**src/rtl/iir_pkg.sv**
```systemverilog
// rtl/iir_pkg.sv - shared types, defaults and round-robin helper for the IIR channel scheduler
package iir_pkg;

    localparam int N_DEFAULT = 4;
    localparam int W_DEFAULT = 5;
    localparam int RR_MAX_N  = 32;
    localparam int RR_IDX_W  = 5;

    typedef enum logic {
        IDLE,
        EXEC
    } sched_state_t;

    typedef struct packed {
        logic                found;
        logic [RR_IDX_W-1:0] idx;
    } rr_pick_t;

    // Scans from the highest offset down so the last hit is the one closest to ptr.
    function automatic rr_pick_t rr_pick(input logic [RR_MAX_N-1:0] req,
                                         input logic [RR_IDX_W-1:0] ptr,
                                         input int n);
        rr_pick_t r;
        int       k;
        r = '0;
        for (int i = RR_MAX_N - 1; i >= 0; i--) begin
            if (i < n) begin
                k = (int'(ptr) + i) % n;
                if (req[k[RR_IDX_W-1:0]]) begin
                    r.found = 1'b1;
                    r.idx   = k[RR_IDX_W-1:0];
                end
            end
        end
        return r;
    endfunction

endpackage

```
**src/rtl/iir1_datapath.sv**
```systemverilog
// rtl/iir1_datapath.sv - combinational first-order IIR step y = ym1/4 + x/2
module iir1_datapath #(
    parameter int W = 5
) (
    input  logic [W-1:0] x,
    input  logic [W-1:0] ym1,
    output logic [W-1:0] y
);

    // Arithmetic shifts floor toward -inf; the sum cannot leave the W-bit range.
    assign y = ($signed(ym1) >>> 2) + ($signed(x) >>> 1);

endmodule

```
**src/rtl/iir1_channel_scheduler.sv**
```systemverilog
// rtl/iir1_channel_scheduler.sv - round-robin sharing of one IIR datapath across N channels
module iir1_channel_scheduler
    import iir_pkg::*;
#(
    parameter int N = N_DEFAULT,
    parameter int W = W_DEFAULT,
    localparam int CW = $clog2(N)
) (
    input  logic            clk,
    input  logic            rst,
    input  logic [N-1:0]    req,
    input  logic [N*W-1:0]  x_in,
    input  logic [N-1:0]    clr,
    output logic [N-1:0]    ack,
    output logic [W-1:0]    y_out,
    output logic [CW-1:0]   y_ch,
    output logic            y_val
);

    sched_state_t  state, state_nxt;
    logic [CW-1:0] ptr;
    logic [CW-1:0] k_lat;
    logic [W-1:0]  x_lat;
    logic [W-1:0]  bank [N];
    logic [W-1:0]  x_arr [N];
    logic [W-1:0]  y_calc;
    logic [CW-1:0] grant;
    logic          pick_found;
    logic          do_grant;
    logic          do_exec;

    for (genvar g = 0; g < N; g++) begin : g_xsplit
        assign x_arr[g] = x_in[g*W +: W];
    end

    always_comb begin
        rr_pick_t p;
        p          = rr_pick(RR_MAX_N'(req), RR_IDX_W'(ptr), N);
        pick_found = p.found;
        grant      = CW'(p.idx);
    end

    always_comb begin
        state_nxt = state;
        do_grant  = 1'b0;
        do_exec   = 1'b0;
        case (state)
            IDLE: begin
                if (pick_found) begin
                    do_grant  = 1'b1;
                    state_nxt = EXEC;
                end
            end
            EXEC: begin
                do_exec   = 1'b1;
                state_nxt = IDLE;
            end
            default: state_nxt = IDLE;
        endcase
    end

    always_ff @(posedge clk) begin
        if (rst) begin
            state <= IDLE;
        end else begin
            state <= state_nxt;
        end
    end

    iir1_datapath #(.W(W)) u_datapath (
        .x   (x_lat),
        .ym1 (bank[k_lat]),
        .y   (y_calc)
    );

    always_ff @(posedge clk) begin
        if (rst) begin
            ptr   <= '0;
            k_lat <= '0;
            x_lat <= '0;
            ack   <= '0;
            y_out <= '0;
            y_ch  <= '0;
            y_val <= 1'b0;
        end else begin
            ack   <= '0;
            y_val <= 1'b0;
            if (do_grant) begin
                x_lat      <= x_arr[grant];
                k_lat      <= grant;
                ack[grant] <= 1'b1;
            end
            if (do_exec) begin
                y_out <= y_calc;
                y_ch  <= k_lat;
                y_val <= 1'b1;
                ptr   <= (k_lat == CW'(N - 1)) ? '0 : k_lat + 1'b1;
            end
        end
    end

    // A clear on the channel being written takes priority over the new result.
    always_ff @(posedge clk) begin
        for (int j = 0; j < N; j++) begin
            if (rst || clr[j]) begin
                bank[j] <= '0;
            end else if (do_exec && k_lat == CW'(j)) begin
                bank[j] <= y_calc;
            end
        end
    end

endmodule

```
**config.mk**
```make
export PLATFORM = sky130hd
export DESIGN_NAME = iir1_channel_scheduler
export DESIGN_NICKNAME = d
export VERILOG_FILES = /design/src/rtl/iir_pkg.sv /design/src/rtl/iir1_datapath.sv /design/src/rtl/iir1_channel_scheduler.sv
export SDC_FILE = /design/constraint.sdc
export NUM_CORES = 1
export LEC_CHECK = 0
export ABC_AREA = 1
export ABC_CLOCK_PERIOD_IN_PS = 2400
export CORE_MARGIN = 2
export CORE_UTILIZATION = 62
export CTS_CLUSTER_DIAMETER = 60
export DETAILED_ROUTE_END_ITERATION = 12
export DONT_BUFFER_PORTS = 1
export HOLD_SLACK_MARGIN = 0.03
export PLACE_DENSITY = 0.78
export SLEW_MARGIN = 20
export SYNTH_ARGS = -nofsm -noshare
export SYNTH_HDL_FRONTEND = slang
export SYNTH_SLANG_ARGS = --single-unit
```
**constraint.sdc**
```tcl
create_clock -name clk -period 2.4 [get_ports clk]
set_input_delay 0 -clock clk [delete_from_list [all_inputs] [get_ports clk]]
set_output_delay 0 -clock clk [all_outputs]
set_load 0.05 [all_outputs]
```
### Word level (Yosys, flattened, before mapping)

Memory sizes are Yosys's and may differ from the RTL's. A register that Yosys moved wholly into a read port is not among the register bits.
Cells that the tools add are included.

* register bits: 22
* memory bits (writable): 20
* output and inout bits: 12
* word-level logic and storage cells: 97
* memories: 1

Memories
* bank: depth 4, bits a word 5, read ports 1, clocked after memory_dff 1, wr ports 4, line iir1_channel_scheduler.sv:24 `logic [W-1:0] bank [N];`

* $add $sub $neg: 5
* magnitude comparators: 7
* equality and inequality tests: 3
* mux-type cells: 49
* bitwise logic cells: 10
* reductions and logical operators: 14

Operator list (count)
* $mux 5: 6
* $mux 1: 29
* $mux 6: 4
* $lt 5x6->1 const B: 3
* $bmux 5 s2: 1
* $bmux 1 s3: 3
* $reduce_or 2->1: 4
* $lt 2x6->1 const B: 1
* $mux 2: 3
* $add 3x4->5: 1
* $logic_and 1x1->1: 5
* $add 2x1->2 const B: 2
* $add 2x2->2 const B: 2
* $eq 2x2->1 const B: 2
* $logic_or 1x1->1: 4
* $or 1x1->1: 4
* $and 1x1->1 const A: 3
* $ge 3x3->1 const B: 1
* $lt 2x3->1 const B: 1
* $not 2->3: 1
* $bmux 1 s2: 1
* $demux 1 s2: 1
* $eq 2x1->1 const B: 1
* $ge 2x1->1 const B: 1
* other kinds (3): 4

### Longest topological paths before layout

* depth in word-level cells: 13
* gate-level depth with buffers: 14
* mapped depth without buffers: 14

### Hierarchy

From an unflattened synthesis, not the netlist that was laid out.

* cell total of the unflattened synthesis: 285
* area, all modules: 2346.0 µm²

By module, submodules not included
* iir1_channel_scheduler: instances 1, cells an instance 258, area each 2182.1 µm², seq. area each 1081.0 µm²
* iir1_datapath: instances 1, cells an instance 27, area each 163.9 µm², seq. area each 0.0 µm²

### Worst setup path before layout

OpenSTA, ideal clock, no wires.

* path kind: register to register
* from: reg (tool-made name)
* to: mem bank[0][2], data pin
* library setup time: 0.256 ns
* arrival: 1.596 ns
* slack: 0.548 ns
* stages on the path, launching flop included: 9
* buffers on the path: 0
* period minus slack after synthesis: 1.852 ns
* cells stage by stage: dfxtp_1 -> inv_1 -> o21ai_0 -> o22ai_1 -> ha_1 -> fa_1 -> xor2_1 -> inv_1 -> nor2_1

RTL lines (line)
* end, declared: iir1_channel_scheduler.sv:24

==> summary.md <==
| Metric | Value |
|---|---|
| Synth area leaders | dfxtp_1 (25%), edfxtp_1 (19%), nand2_1 (7.8%), nor2_1 (7.2%), inv_1 (6.0%) |
| RSZ-0062 raised after global routing | false |
| YS warnings | 0 |
| Final WS setup | 0.2200 ns |
| Critical Path Fanout Max | 7 |
| HP Class | input port to flop |
| Cell Pwr Density | 859.6 nW/um^2 |
| Worst-Margin Slew | 0.5489 ns |
| Drt pass-1 iters | 4 |
| Relative max-transition margin | 0.6337 |
| Buf/Inv on CP | 3 |
| Crit path time final | 2.180 ns |
| Slowest cell on the critical path | dfxtp_1 |
| I/O Buffers | 0 |
| Synth top area share | 0.2463 |
| Vias in the first global route | 1,629 |
| Congestion Overflow GR | 0 |
| Clk root buf | clkbuf_4 |
| Critical path class | flop to flop |
| Flops & latches, synth | 35 |
| Critical Path, Cell by Cell | inv_1 > o21ai_0 > o22ai_1 > ha_1 > fa_1 > nand2_1 > nand4_1 > o21ai_0 > inv_1 > nand2_1 > o211ai_1 > inv_1 |
| Vias per Instance | 5.939 |
| Post-DP HPWL | 2872 um |
| Top-count cell post-synth | nand2_1 |
| Post-Layout Inst Area | 2168 um^2 |
| Placed cell area | 1896 um^2 |
| Boundary Pins | 42 |
| Max-slew violation count | 0 |
| CP top delay family | adder cells |
| Clock buffer depth | 2 |
| Pleak | 1.004 nW |
| CTS clock-pin slew for the worst setup and hold paths | 0.11 ns |
| DIE WIDTH | 58.91 um |
| GRT Total Usage | 0.2856 |
| Run status | finished clean |
| WL final | 4664 um |
| First-pass GRT wire length | 7396 um |
| Gates resized, CTS repair | 0 |
| Top cell by count, worst path | inv_1 |
| Cell Area, Synth | 1869 um^2 |
| CTS tree | built |
| Via count | 1,746 |
| Die H | 58.91 um |
| Initial DRC count | 130 |
| Fmax achieved | 458.7 MHz |
| Worst vdd ir | 0.6146 mV |
| DRT antenna net count | 0 |
| Placer Congestion | 0.8224 |
| Worst EP required | 2.69 ns |
| Final Cycle Share | 0.9084 |
| Initial Util | 0.6664 |
| Post-synth EDFFs | 12 |
| Slowest stage delay, CP | 0.44 ns |
| Max-capacitance violation count | 0 |
| Largest net degree at the start of global routing | 22 |
| H-tree levels | 2 |
| Count of different cell masters after synthesis | 27 |
| Share of layout cells above drive strength 1 | 0.1103 |
| Synth-to-layout area growth | 16.00% |
| Post-synth top cells | nand2_1 (39), nor2_1 (36), inv_1 (30), dfxtp_1 (23), nand3_1 (20) |
| Mapped Cells | 238 |
| Core ar. | 2805 um^2 |
| WHS | 0.02994 ns |
| Initial antenna violation count | 0 |
| Pre-CTS setup slack | 0.2846 ns |
| Number of antenna repair diodes | 0 |
| Syn nets | 277 |
| Final Power | 1.864 mW |
| Hold_buf cts | 20 |
| NumNets Final | 301 |
| Syn avg cell area | 7.854 um^2 |
| Row Count | 19 |
| Final setup violation count | 0 |
| Crit path DAT | 2.47 ns |
| Post-synth top area cell | dfxtp_1 |
| CTS Sinks | 35 |
| Sequential-to-total area share from yosys stat | 0.4391 |
| CTS Buf Count | 5 |
| Die area | 3470 um^2 |
| Clock skew after layout | 0.004988 ns |
| Drt drc | 0 |
| Top FF cell, synth | dfxtp_1 |
| Critical Path End Type | flop |
| Ys async rst share | 0 |
| Startpoint Class | flop |
| Fin. Hold Viols | 0 |
| Postcts setup bufs | 0 |
| Worst-Skew Late Latency | 0.33 ns |
| Setup TNS | 0 ns |
| Drt wl/cell | 15.86 um |
-- placed cells by master, fill, tap and decap left out, types with 4 or more instances in the layout --
| cell type | synthesis | routed |
|---|---|---|
| nand2_1 | 39 | 39 |
| nor2_1 | 36 | 36 |
| inv_1 | 30 | 30 |
| dfxtp_1 | 23 | 23 |
| nand3_1 | 20 | 20 |
| dlygate4sd3_1 | 0 | 20 |
| o21ai_0 | 18 | 18 |
| edfxtp_1 | 12 | 12 |
| nand4_1 | 9 | 9 |
| ha_1 | 8 | 8 |
| a21oi_1 | 7 | 7 |
| nand2_2 | 5 | 5 |
| clkbuf_4 | 0 | 5 |
| buf_4 | 1 | 5 |
| o211ai_1 | 4 | 4 |
-- through the flow --
| step | util | instances |
|---|---|---|
| detailed placement | 0.6757 | 266 |
| global route | 0.7730 | 294 |
| finish | 0.7730 | 294 |
| floorplan | - | 238 |
| CTS | 0.7730 | 294 |
| global placement | 0.6757 | 266 |
-- cell type report --
| cell class | count | area (um^2) |
|---|---|---|
| clock buffers | 7 | 65.06 |
| multi-input cells | 164 | 882.1 |
| clock inverters | 1 | 7.507 |
| well taps | 31 | 38.79 |
| fillers | 179 | 636.9 |
| inverters | 31 | 116.4 |
| flip-flops and latches | 35 | 820.8 |
| repair buffers | 25 | 237.7 |
-- final timing paths --
path	to	startpoint	slack, ns	cells past startpoint
max reg2reg	y_out[4]	flop	0.22	12
min	bank[3][4]	clr[3]	0.03	2
max	y_out[4]	flop	0.22	12
min reg2reg	x_lat[4]	x_lat[4]	0.56	2
-- power breakdown --
part | total (mW) | switching, mW | internal, mW | leakage (nW)
Clock | 0.370 | 0.199 | 0.171 | 0.0375
Sequential | 0.848 | 0.157 | 0.691 | 0.325
Combinational | 0.646 | 0.424 | 0.221 | 0.642
Total | 1.86 | 0.781 | 1.08 | 1.00
-- cell families (layout without fill, tap and decap cells) --
group,after synthesis,after routing,synth area share
adders and majority gates,9,9,0.06426
DFF,35,35,0.4391
and+or+nand+nor,119,119,0.2958
AOI/OAI and AO/OA,34,34,0.1024
buffers and inverters,39,64,0.08902
xor gates and xnor gates,2,2,0.009373
-- flip-flops by register name (all words and copies together), names as in the netlist, named ones only --
| register | cells |
|---|---|
| k_lat | 2 |
| y_out | 5 |
| state | 1 |
| ack | 4 |
| y_ch | 2 |
| y_val | 1 |
| x_lat | 4 |
| bank | 12 |
| ptr | 2 |
-- routing by layer --
metal / up-vias / part of all wire / track usage / routed length (um)
li1: 833 / - / - / -
met1: 806 / 0.42 / 0.3707 / 1942
met2: 91 / 0.48 / 0.4619 / 2242
met3: 16 / 0.078 / 0.06374 / 364
met4: 0 / 0.024 / 0.1169 / 114
met5: - / 0 / 0 / 0
-- worst reg2reg max path, cell delays in order (launching register included) --
cell and delay [ns]:
dfxtp_1 0.44, inv_1 0.13, o21ai_0 0.22, o22ai_1 0.11, ha_1 0.22, fa_1 0.41
nand2_1 0.09, nand4_1 0.08, o21ai_0 0.08, inv_1 0.13, nand2_1 0.08, o211ai_1 0.08
inv_1 0.08
Power figures use the tool's default switching activity.
